## config.mk

```make
export PLATFORM = sky130hd
export DESIGN_NAME = mips_ctrl_fsm
export DESIGN_NICKNAME = d
export VERILOG_FILES = /design/src/rtl/mips_ctrl_fsm.sv
export SDC_FILE = /design/constraint.sdc
export NUM_CORES = 1
export LEC_CHECK = 0
export CELL_PAD_IN_SITES_DETAIL_PLACEMENT = 1
export CELL_PAD_IN_SITES_GLOBAL_PLACEMENT = 2
export CORE_UTILIZATION = 29
export CTS_CLUSTER_SIZE = 10
export DETAILED_ROUTE_END_ITERATION = 8
export GPL_TIMING_DRIVEN = 0
export PLACE_DENSITY = 0.9
export SKIP_LAST_GASP = 1
export SYNTH_ARGS = -nofsm -noshare
export SYNTH_HDL_FRONTEND = slang
export SYNTH_SLANG_ARGS = --single-unit
```

## constraint.sdc

```tcl
create_clock -name clk -period 5 [get_ports clk]
set_input_delay 1 -clock clk [delete_from_list [all_inputs] [get_ports clk]]
set_output_delay 1 -clock clk [all_outputs]
set_load 0.05 [all_outputs]
```

## src/rtl/mips_ctrl_fsm.sv

```systemverilog
// Multi-cycle control sequencer for the Mini-MIPS core: fetch, decode, execute,
// memory and write-back sequencing with PC ownership, retire counter and ack watchdog.
module mips_ctrl_fsm #(
    parameter int unsigned     PC_W     = 32,
    parameter logic [PC_W-1:0] RESET_PC = '0,
    parameter int unsigned     TIMEOUT  = 255
) (
    input  logic            clk,
    input  logic            rst,
    input  logic            start,
    output logic [PC_W-1:0] pc,
    output logic            imem_req,
    input  logic [31:0]     imem_rdata,
    input  logic            imem_ack,
    output logic [31:0]     instruction,
    output logic            alu,
    input  logic            alu_busy,
    input  logic            alu_zero,
    output logic            dmem_req,
    output logic            dmem_we,
    input  logic            dmem_ack,
    output logic            rf_we,
    output logic [31:0]     retired,
    output logic            halted,
    output logic            err
);

    localparam int       XW = (PC_W > 32) ? PC_W : 32;
    localparam logic [7:0] TO = 8'(TIMEOUT);

    localparam logic [5:0] OP_R    = 6'h00;
    localparam logic [5:0] OP_ADDI = 6'h08;
    localparam logic [5:0] OP_LW   = 6'h23;
    localparam logic [5:0] OP_SW   = 6'h2B;
    localparam logic [5:0] OP_BEQ  = 6'h04;
    localparam logic [5:0] OP_J    = 6'h02;
    localparam logic [5:0] OP_HALT = 6'h3F;

    typedef enum logic [2:0] {IDLE, FETCH, DECODE, EXEC, MEM, WB, HALT} state_t;

    state_t      state;
    logic [7:0]  wdog;
    logic [5:0]  op;

    assign op = instruction[31:26];

    // pc already points past the branch, so the offset is applied to pc+4
    function automatic logic [PC_W-1:0] br_target(input logic [PC_W-1:0] base,
                                                   input logic [15:0]     imm);
        logic signed [XW-1:0] off;
        off = XW'($signed({imm, 2'b00}));
        return base + off[PC_W-1:0];
    endfunction

    function automatic logic [PC_W-1:0] j_target(input logic [PC_W-1:0] base,
                                                  input logic [25:0]     idx);
        logic [XW-1:0] t;
        t       = XW'(base);
        t[27:0] = {idx, 2'b00};
        return t[PC_W-1:0];
    endfunction

    function automatic logic uses_alu(input logic [5:0] opc);
        case (opc)
            OP_R, OP_ADDI, OP_LW, OP_SW, OP_BEQ: return 1'b1;
            default:                             return 1'b0;
        endcase
    endfunction

    // Outputs are registered: each strobe is set on the edge that enters its state
    always_ff @(posedge clk) begin
        if (rst) begin
            state       <= IDLE;
            pc          <= RESET_PC;
            instruction <= '0;
            retired     <= '0;
            imem_req    <= 1'b0;
            dmem_req    <= 1'b0;
            dmem_we     <= 1'b0;
            alu         <= 1'b0;
            rf_we       <= 1'b0;
            halted      <= 1'b0;
            err         <= 1'b0;
            wdog        <= '0;
        end else begin
            alu   <= 1'b0;
            rf_we <= 1'b0;
            case (state)
                IDLE: begin
                    if (start) begin
                        state    <= FETCH;
                        imem_req <= 1'b1;
                        wdog     <= '0;
                    end
                end
                FETCH: begin
                    if (imem_ack) begin
                        instruction <= imem_rdata;
                        pc          <= pc + PC_W'(4);
                        imem_req    <= 1'b0;
                        alu         <= uses_alu(imem_rdata[31:26]);
                        state       <= DECODE;
                    end else if (wdog == TO) begin
                        imem_req <= 1'b0;
                        err      <= 1'b1;
                        halted   <= 1'b1;
                        state    <= HALT;
                    end else begin
                        wdog <= wdog + 8'd1;
                    end
                end
                DECODE: begin
                    case (op)
                        OP_HALT: begin
                            halted <= 1'b1;
                            state  <= HALT;
                        end
                        OP_J: begin
                            pc       <= j_target(pc, instruction[25:0]);
                            retired  <= retired + 32'd1;
                            imem_req <= 1'b1;
                            wdog     <= '0;
                            state    <= FETCH;
                        end
                        OP_R, OP_ADDI, OP_LW, OP_SW, OP_BEQ: state <= EXEC;
                        default: begin
                            err    <= 1'b1;
                            halted <= 1'b1;
                            state  <= HALT;
                        end
                    endcase
                end
                EXEC: begin
                    if (!alu_busy) begin
                        case (op)
                            OP_BEQ: begin
                                if (alu_zero) pc <= br_target(pc, instruction[15:0]);
                                retired  <= retired + 32'd1;
                                imem_req <= 1'b1;
                                wdog     <= '0;
                                state    <= FETCH;
                            end
                            OP_LW, OP_SW: begin
                                dmem_req <= 1'b1;
                                dmem_we  <= (op == OP_SW);
                                wdog     <= '0;
                                state    <= MEM;
                            end
                            default: begin
                                rf_we <= 1'b1;
                                state <= WB;
                            end
                        endcase
                    end
                end
                MEM: begin
                    if (dmem_ack) begin
                        dmem_req <= 1'b0;
                        dmem_we  <= 1'b0;
                        if (op == OP_SW) begin
                            retired  <= retired + 32'd1;
                            imem_req <= 1'b1;
                            wdog     <= '0;
                            state    <= FETCH;
                        end else begin
                            rf_we <= 1'b1;
                            state <= WB;
                        end
                    end else if (wdog == TO) begin
                        dmem_req <= 1'b0;
                        dmem_we  <= 1'b0;
                        err      <= 1'b1;
                        halted   <= 1'b1;
                        state    <= HALT;
                    end else begin
                        wdog <= wdog + 8'd1;
                    end
                end
                WB: begin
                    retired  <= retired + 32'd1;
                    imem_req <= 1'b1;
                    wdog     <= '0;
                    state    <= FETCH;
                end
                HALT: ;
                default: state <= IDLE;
            endcase
        end
    end

endmodule

```

==> reports/metrics.yaml <==
antenna_cells: 0
detail_route.wl_per_cell_um: 18.71
synthTopCellsByArea: "dfxtp_1 (34%), nand2_1 (7.7%), a21oi_1 (6.0%)"
period_needed_ns: 4.647
hold_buffers: 0
worstPathRequired_ns: 5.20
synth_top_cells_by_count: "nand2_1 (135), dfxtp_1 (112), nor2_1 (89)"
leakage_nw: 3.209
crit_fanout: 10
cellPowerDensity_nw_per_um2: 260.8
cts_buffer_depth: 2
start_util: 0.2984
post-place-ws_ns: 0.3459
design_area_um2: 8607
synth-edff-count: 0
clock_latency_ns: 0.37
dieArea_um2: 23200
finalClockSkew_ns: 0.01408
cts_htree_levels: 3
drtIter0Drc: 333
cp-end-kind: "flop"
grt_pass1_vias: 7075
syn2layout_area_growth_pct: 31.35
portBuffers: 139
placed_cells: 1277
layoutNonFillerInstCount: 1293
synth-seq-cells: 112
fin_hold_ws_ns: 0.4678
reg2reg_from: "state[1]"
setup_viol: 0
fp.dieW_um: 152.3
met2_usage: 0.3630
synth_warnings: 0
ys.flop_type: "dfxtp_1"
cap_violations: 0
drcViolationCount: 6
maxSlewHeadroom: 0.4508
hold_viol: 0
ant_nets: 0
wl_um: 24190
synth_cell_types: 71
syn_inst: 857
tightest_slew_ns: 0.8184
numClockSinks: 112
grt_use_met3: 0.03129
violations: "DRC"
gr-total-overflow: 0
seq_area_frac_synth: 0.3422
rsz0062_at_grt: "no"
cts_buffers: 9
placementRows: 54
grt.total_usage: 0.2098
dpl.hpwl_um: 18600
finalMaxSlewViolations: 0
startpoint: "state[1]"
worstPathArrival_ns: 4.85
grt_use_met1: 0.2716
vias: 6940
vdd_ir_drop_max_mv: 0.1430
status: "finished with violations"
start_kind: "flop"
grt_pass1_wl_um: 38720
synth_most_common_cell: "nand2_1"
drt-pass1-iter-count: 6
cts_setup_buffers: 0
vias_per_cell: 5.367
place_area_um2: 8298
grt_max_degree: 23
avgSynthCellArea_um2: 7.646
async_reset_ff_frac: 0
final.setup.worst_slack_ns: 0.3533
clock.fmax_mhz: 215.2
min_path_type: "reg2reg"
io_pins: 142
power_mw: 2.244
die_h_um: 152.3
yosysTopAreaCell: "dfxtp_1"
r2r_slack_ns: 0.35
drive_above_1_share: 0.04344
fin_nets: 1069
hold_start: "halted"
busiest_layer: "met2"
yosys.area.top_type_share: 0.3422
syn_area_um2: 6553
utilization: 0.3920
setup_tns_ns: 0
cts_root_buffer: "clkbuf_16"
crit_type: "reg2reg"
tritoncts: "built"
finalCritPeriodShare: 0.9293
routabilityCongestion: 0.8966
clkTransAtPathRegs_ns: 0.09
grt_antenna_before_repair: 0
core_um2: 21960
==> layout by cell type, fill, tap and decap left out, types with 13 or more instances in the layout <==
cell / instances
nor2_1: 89
nand4_1: 16
and2_1: 21
mux2i_1: 18
o21ai_0: 28
and3_1: 15
ha_1: 21
dfxtp_1: 112
clkbuf_1: 48
clkdlybuf4s50_1: 139
a21oi_1: 79
nand2_1: 135
xor2_1: 34
nor3_1: 26
nand3_1: 28
or3_1: 13
==> flip-flops by register name (all words and copies together) (netlist names) <==
signal       flops
alu              1
dmem_req         1
dmem_we          1
err              1
halted           1
imem_req         1
instruction     32
pc              30
retired         32
rf_we            1
state            3
wdog             8
==> cell type report <==
type                       instances  area (um2)
sequential                       112        2242
clock inverter                     7       76.32
buffer                            53       207.7
timing repair buffer             139        1391
multi-input combinational        681        4069
clock buffer                       9       225.2
tap                              280       350.3
fill                            2687       13350
inverter                          12       45.04
==> metal layers <==
layer | wire (um) | share of wire
met5 | 0 | 0
met4 | 319 | 0.013
met2 | 11820 | 0.49
met1 | 11060 | 0.46
met3 | 991 | 0.041
==> final timing paths <==
check	endpoint	cells after the start
worst min-delay path	halted	2
worst min register to register	halted	2
worst max register to register	pc[20]	14
worst max-delay path	pc[20]	14
==> where the power goes <==
| group | leakage (nW) | switching, mW | internal (mW) |
|---|---|---|---|
| combinational | 2.15 | 0.336 | 0.171 |
| sequential | 0.907 | 0.0470 | 0.929 |
| clock | 0.149 | 0.402 | 0.359 |
| total | 3.21 | 0.785 | 1.46 |
==> critical path, cell delays in order, from the launching register on <==
cell and delay, ns:
dfxtp_1 0.39, clkbuf_1 0.41, and3b_1 0.23, clkbuf_1 0.34, nand2b_1 0.11, ha_1 0.22, fa_1 0.43, a211oi_1 0.34
o21ai_0 0.24, nand2_1 0.16, o21ai_1 0.20, a31oi_1 0.51, xnor2_1 0.20, mux2i_1 0.10, a2111oi_1 0.61
==> kinds of logic (layout without fill, tap and decap cells) <==
group	after synthesis	in the layout	share of synthesized area
AO/OA/AOI/OAI	185	185	0.1761
XOR/XNOR	46	46	0.06149
adder cells (fa/ha/maj)	23	23	0.04468
buffers and inverters	65	220	0.03857
flip-flops	112	112	0.3422
multiplexers	21	21	0.03265
other	1	2	0.0005723
AND/OR/NAND/NOR	404	404	0.3038
==> what timing repair did <==
item | 4_1_cts | 5_1_grt
endpoints found under the hold margin | 0 | 0
setup endpoints to repair | 0 | 2
gates resized for setup | 0 | 2
Note: power is estimated with default switching activity, not from simulation.
